<file path="config.mk">
export PLATFORM = sky130hd
export DESIGN_NAME = copy_engine_cmpl_notify
export DESIGN_NICKNAME = d
export VERILOG_FILES = /design/src/rtl/copy_engine_pkg.sv /design/src/rtl/copy_engine_req_hold.sv /design/src/rtl/copy_engine_cmpl_notify.sv
export SDC_FILE = /design/constraint.sdc
export NUM_CORES = 1
export LEC_CHECK = 0
export ABC_AREA = 1
export CAP_MARGIN = 20
export CORE_AREA = 2 2 177 179
export DETAILED_ROUTE_END_ITERATION = 8
export DIE_AREA = 0 0 179 181
export PLACE_DENSITY = 0.68
export SKIP_CTS_REPAIR_TIMING = 1
export SLEW_MARGIN = 5
export SYNTH_ARGS = -nofsm -noshare
export SYNTH_HDL_FRONTEND = slang
export SYNTH_SLANG_ARGS = --single-unit
</file>
<file path="constraint.sdc">
create_clock -name clk -period 3.1 [get_ports clk]
set_input_delay 0.465 -clock clk [delete_from_list [all_inputs] [get_ports clk]]
set_output_delay 0.465 -clock clk [all_outputs]
set_load 0.05 [all_outputs]
</file>
<file path="src/rtl/copy_engine_pkg.sv">
// Shared types for the copy engine write-side completion path.
package copy_engine_pkg;

  localparam int unsigned CMPL_CNT_BITS = 64;
  localparam int unsigned INTR_ID_BITS  = 4;

  typedef logic [INTR_ID_BITS-1:0]  t_cmd_intr_id;
  typedef logic [CMPL_CNT_BITS-1:0] t_cmpl_cnt;

  // Write command as presented by the CSR block.
  typedef struct packed {
    logic         enable;
    t_cmd_intr_id intr_id;
    logic         intr_ack;
    logic         use_mem_status;
    logic [63:0]  mem_status_addr;
  } t_wr_cmd;

  typedef enum logic [1:0] {
    ST_IDLE,
    ST_MEM_REQ,
    ST_INTR_REQ,
    ST_INTR_WAIT_ACK
  } t_cmpl_state;

endpackage

</file>
<file path="src/rtl/copy_engine_req_hold.sv">
// Valid/ready request register: captures a payload on load and holds
// valid plus payload stable until the consumer accepts it.
module copy_engine_req_hold #(
  parameter int unsigned W = 8
) (
  input  logic         clk,
  input  logic         reset_n,
  input  logic         i_load,
  input  logic [W-1:0] i_payload,
  input  logic         i_ready,
  output logic         o_valid,
  output logic [W-1:0] o_payload
);

  logic         r_valid;
  logic [W-1:0] r_payload;

  // Load raises valid with a fresh payload; a handshake drops valid.
  always_ff @(posedge clk or negedge reset_n) begin
    if (!reset_n) begin
      r_valid   <= 1'b0;
      r_payload <= '0;
    end else if (i_load) begin
      r_valid   <= 1'b1;
      r_payload <= i_payload;
    end else if (r_valid && i_ready) begin
      r_valid   <= 1'b0;
    end
  end

  assign o_valid   = r_valid;
  assign o_payload = r_payload;

endmodule

</file>
<file path="src/rtl/copy_engine_cmpl_notify.sv">
// Completion-notification responder: counts write completions and reports
// progress by a memory status write or by an interrupt with host ack.
module copy_engine_cmpl_notify
  import copy_engine_pkg::*;
#(
  parameter int unsigned CNT_BITS = 64
) (
  input  logic                clk,
  input  logic                reset_n,
  input  t_wr_cmd             wr_cmd,
  input  logic                cmpl_valid,
  output logic                status_wr_valid,
  input  logic                status_wr_ready,
  output logic [63:0]         status_wr_addr,
  output logic [CNT_BITS-1:0] status_wr_data,
  output logic                intr_valid,
  input  logic                intr_ready,
  output t_cmd_intr_id        intr_id_out,
  output logic [CNT_BITS-1:0] cmds_done,
  output logic                busy
);

  localparam int unsigned MEM_W  = 64 + CNT_BITS;
  localparam int unsigned INTR_W = $bits(t_cmd_intr_id);

  t_cmpl_state         r_state;
  t_cmpl_state         w_next_state;
  logic                r_enable_d;
  logic [CNT_BITS-1:0] r_cmds_done;
  logic [CNT_BITS-1:0] r_reported;
  logic                w_enable_rise;
  logic                w_owed;
  logic                w_mem_load;
  logic                w_intr_load;
  logic                w_mem_hs;
  logic [MEM_W-1:0]    w_mem_payload;
  logic [INTR_W-1:0]   w_intr_payload;

  assign w_enable_rise = wr_cmd.enable && !r_enable_d;
  assign w_owed        = (r_cmds_done != r_reported);
  assign w_mem_hs      = status_wr_valid && status_wr_ready;

  // Enable edge detector and running completion counter.
  always_ff @(posedge clk or negedge reset_n) begin
    if (!reset_n) begin
      r_enable_d  <= 1'b0;
      r_cmds_done <= '0;
    end else begin
      r_enable_d <= wr_cmd.enable;
      if (w_enable_rise)
        r_cmds_done <= '0;
      else if (wr_cmd.enable && cmpl_valid)
        r_cmds_done <= r_cmds_done + 1'b1;
    end
  end

  // Last delivered count; cleared with the counter so a fresh enable owes nothing.
  always_ff @(posedge clk or negedge reset_n) begin
    if (!reset_n)
      r_reported <= '0;
    else if (w_enable_rise)
      r_reported <= '0;
    else if (w_intr_load)
      r_reported <= r_cmds_done;
    else if (r_state == ST_MEM_REQ && w_mem_hs)
      r_reported <= status_wr_data;
  end

  // FSM state register.
  always_ff @(posedge clk or negedge reset_n) begin
    if (!reset_n)
      r_state <= ST_IDLE;
    else
      r_state <= w_next_state;
  end

  // Next-state and request launch. Launch is suppressed on the enable rising
  // edge because the counter and reported value are being cleared that cycle.
  always_comb begin
    w_next_state = r_state;
    w_mem_load   = 1'b0;
    w_intr_load  = 1'b0;
    case (r_state)
      ST_IDLE: begin
        if (wr_cmd.enable && !w_enable_rise && w_owed) begin
          if (wr_cmd.use_mem_status) begin
            w_mem_load   = 1'b1;
            w_next_state = ST_MEM_REQ;
          end else begin
            w_intr_load  = 1'b1;
            w_next_state = ST_INTR_REQ;
          end
        end
      end
      ST_MEM_REQ: begin
        if (w_mem_hs)
          w_next_state = ST_IDLE;
      end
      ST_INTR_REQ: begin
        if (intr_valid && intr_ready)
          w_next_state = ST_INTR_WAIT_ACK;
      end
      ST_INTR_WAIT_ACK: begin
        if (wr_cmd.intr_ack || !wr_cmd.enable)
          w_next_state = ST_IDLE;
      end
      default: w_next_state = ST_IDLE;
    endcase
  end

  copy_engine_req_hold #(.W(MEM_W)) u_mem_hold (
    .clk       (clk),
    .reset_n   (reset_n),
    .i_load    (w_mem_load),
    .i_payload ({wr_cmd.mem_status_addr, r_cmds_done}),
    .i_ready   (status_wr_ready),
    .o_valid   (status_wr_valid),
    .o_payload (w_mem_payload)
  );

  copy_engine_req_hold #(.W(INTR_W)) u_intr_hold (
    .clk       (clk),
    .reset_n   (reset_n),
    .i_load    (w_intr_load),
    .i_payload (wr_cmd.intr_id),
    .i_ready   (intr_ready),
    .o_valid   (intr_valid),
    .o_payload (w_intr_payload)
  );

  assign status_wr_addr = w_mem_payload[CNT_BITS +: 64];
  assign status_wr_data = w_mem_payload[CNT_BITS-1:0];
  assign intr_id_out    = w_intr_payload;
  assign cmds_done      = r_cmds_done;
  assign busy           = (r_state != ST_IDLE);

endmodule

</file>
==> results.toml <==
[floorplan]
die_h_um = 181
coreArea_um2 = 30300
dieWidth_um = 179
start_util_pct = 44.5
io_pins = 275
rows = 64
dieArea_um2 = 32400

[clock_tree]
clk_pin_slew_ns = 0.06
cts_tree = "built"
cts_num_sinks = 265
cts_buffer_depth = 3
insertion_delay_ns = 0.56
cts-root-buf = "clkbuf_16"
htree_num_levels = 1
numCtsBuffers = 30

[worst_setup_path]
cp_data_arrival_time_ns = 3.21
crit_type = "flip-flop to flip-flop"
crit_buf_inv = 3
end_kind = "flip-flop"
cpMostUsedCell = "nand2_1"
worst_r2r_path_depth = 14
start_kind = "flip-flop"
cp.required_ns = 3.59
critPathSlowestCell = "dfrtp_1"
crit_chain = "inv_2 -> nand2_1 -> nand2_1 -> nor2_1 -> nand2_1 -> nor2_1 -> nand2_1 -> nor2_1 -> nand2_2 -> nand4_4 -> buf_12 -> buf_4 -> nand2_1 -> nand2_1"
slowest_delay_ns = 0.55
rr_endpoint = "u_mem_hold.o_payload[119]$_DFFE_PN0P_"
critPathMaxFanout = 79
cp_top_family = "simple AND/OR/NAND/NOR gates"
r2r_setup_slack_ns = 0.37
timing.rr.start = "cmds_done[32]$_DFFE_PN0P_"

[run]
maxCapViolCount = 0

[logic_synthesis]
syn_area_per_cell_um2 = 7.24
seq_area_frac_synth_pct = 49.1
synth-seq-cells = 265
yosys-top-cells-area = "dfrtp_1 (49%), nand2_1 (25%), inv_1 (3.9%)"
yosysTopAreaCell = "dfrtp_1"
synthCells = 1867
synth_area_um2 = 13500
yosysWarnings = 0
synth_fp_nets = 1944
synthDistinctLibCells = 39
yosysTopAreaCellShare_pct = 49.1

[timing]
hold_violations = 0
fmax_mhz = 367
skew_ns = 0.0132
period_minus_slack_ns = 2.73
rsz0062_at_grt = "no"
setup_violations = 0
worst_slack_ns = 0.373
slew_viol_final = 0
slew_headroom_pct = 42.4
tns_ns = 0
finalCritPeriodShare_pct = 88.0
worstMarginPinSlew_ns = 0.864

[place]
numPortBuffers = 274
gp_congestion = 0.928
dp_hpwl_mm = 30.4
pre_cts_ws_ns = 0.344

[routing]
drt_wl_total_mm = 44.0
wl_per_cell_um = 17.3
ant_nets = 0
vias_per_cell = 5.17
drc_errors = 0
first_pass_iters = 7
dr.first_iter.drc_count = 876
vias = 13100

[worst_hold_path]
hp-class = "input port to flip-flop"
hold_depth = 3
hp-start = "wr_cmd[18]"
holdPathEnd = "u_mem_hold.o_payload[82]$_DFFE_PN0P_"

[final_layout]
area_growth_pct = 30.3
drive_gt1_share_pct = 5.45
nNetsFinal = 2201
antenna_cells = 0

[power]
power_density_nw_per_um2 = 723
vdd_ir_drop_max_mv = 0.641
leakagePower_uw = 0.00852
power_uw = 12700

[global_route]
grtUsageTotal_pct = 27.5
grt_pass1_vias = 12800
grt_max_degree = 82
grt_overflow = 0
antenna_found_initial = 0
grt_pass1_wl_mm = 70.7

[status]
status = "finished, final reports clean"
==> per-layer routing <==
metal / wire length, µm / track usage, %
met5: 0 / 0
met4: 1150 / 7.19
met3: 3550 / 6.90
met2: 20500 / 44.4
met1: 18800 / 36.9
==> where the power goes <==
| part | internal, µW | switching, µW |
|---|---|---|
| sequential | 4040 | 389 |
| combinational | 1400 | 3310 |
| clock | 2150 | 1450 |
| total | 7590 | 5140 |
==> cell usage in the layout, fill, tap and decap left out, types with 2 or more instances in the layout <==
cell | Yosys | layout
clkdlybuf4s50_1 | 0 | 273
buf_4 | 16 | 28
a31oi_1 | 4 | 4
xor2_1 | 11 | 11
o21ai_1 | 37 | 37
inv_2 | 22 | 23
bufinv_16 | 0 | 2
inv_1 | 139 | 139
buf_12 | 0 | 5
nor2_2 | 6 | 6
o31ai_1 | 2 | 2
clkbuf_8 | 0 | 7
nand2_1 | 883 | 883
nand3b_1 | 2 | 2
nand2_2 | 2 | 2
nor2_1 | 115 | 114
nand3_1 | 32 | 32
clkbuf_16 | 0 | 31
a21oi_1 | 48 | 48
nor4_1 | 6 | 6
nor3_1 | 39 | 39
clkbuf_1 | 28 | 9
o21bai_1 | 2 | 2
o21ai_0 | 66 | 66
clkinv_2 | 1 | 6
dfrtp_1 | 265 | 265
o21a_1 | 10 | 10
nand4_1 | 79 | 79
==> through the flow <==
step / instance area [µm²] / util, % / std cells / hold slack (ns)
6_report: 17600 / 58.0 / 2542 / 0.442
5_1_grt: 17600 / 58.0 / 2542 / 0.444
4_1_cts: 17600 / 58.0 / 2541 / -0.0608
3_5_place_dp: 16600 / 54.7 / 2487 / 0.464
3_3_place_gp: 16600 / 54.7 / 2487 / 0.461
2_1_floorplan: 13500 / - / 1867 / 0.169
==> cell type report <==
| class | instances | area [µm²] |
|---|---|---|
| Multi-Input combinational cell | 1355 | 5810 |
| Tap cell | 396 | 495 |
| Inverter | 164 | 617 |
| Sequential cell | 265 | 6630 |
| Clock inverter | 7 | 85.1 |
| Clock buffer | 47 | 906 |
| Timing Repair Buffer | 308 | 3070 |
| Fill cell | 2817 | 12700 |
==> flip-flops by register name (all words and copies together), names as in the netlist <==
| register | cells |
|---|---|
| r_enable_d | 1 |
| u_mem_hold.o_payload | 128 |
| u_mem_hold.o_valid | 1 |
| r_reported | 64 |
| r_state | 2 |
| u_intr_hold.o_payload | 4 |
| cmds_done | 64 |
| u_intr_hold.o_valid | 1 |
==> Yosys cell counts, drive strengths merged <==
cell / number
a211oi: 1
a21oi: 49
a2bb2oi: 1
a31oi: 4
and2: 1
buf: 52
clkbuf: 31
clkinv: 3
dfrtp: 265
ha: 1
inv: 161
nand2: 885
nand3: 34
nand3b: 2
nand4: 80
nor2: 121
nor3: 40
nor3b: 1
nor4: 6
o211ai: 1
o21a: 10
o21ai: 103
o21bai: 2
o31ai: 2
xor2: 11
==> worst max path at each step <==
stage,from,endpoint,cells after the start
global placement,wr_cmd[70],cmds_done[57]$_DFFE_PN0P_,10
global route,cmds_done[32]$_DFFE_PN0P_,u_mem_hold.o_payload[58]$_DFFE_PN0P_,14
CTS,cmds_done[36]$_DFFE_PN0P_,u_mem_hold.o_payload[53]$_DFFE_PN0P_,13
detailed placement,wr_cmd[70],cmds_done[57]$_DFFE_PN0P_,10
floorplan,cmds_done[1]$_DFFE_PN0P_,cmds_done[42]$_DFFE_PN0P_,13
finish,cmds_done[32]$_DFFE_PN0P_,u_mem_hold.o_payload[119]$_DFFE_PN0P_,14
==> worst min-delay path, delay by kind of cell <==
family | cells | cell delay [ns]
AND/OR/NAND/NOR | 2 | 0.10
buffers and inverters | 1 | 0.39
==> cell families (layout without fill, tap and decap cells) <==
logic type	Yosys count	count (layout)	share of synthesized area, %
XOR/XNOR	11	11	0.713
adder cells (fa/ha/maj)	1	1	0.0926
AO/OA/AOI/OAI	173	173	6.85
AND/OR/NAND/NOR	1170	1170	35.3
buffers and inverters	247	526	7.97
flip-flops	265	265	49.1
Note: power is estimated with default switching activity, not from simulation.
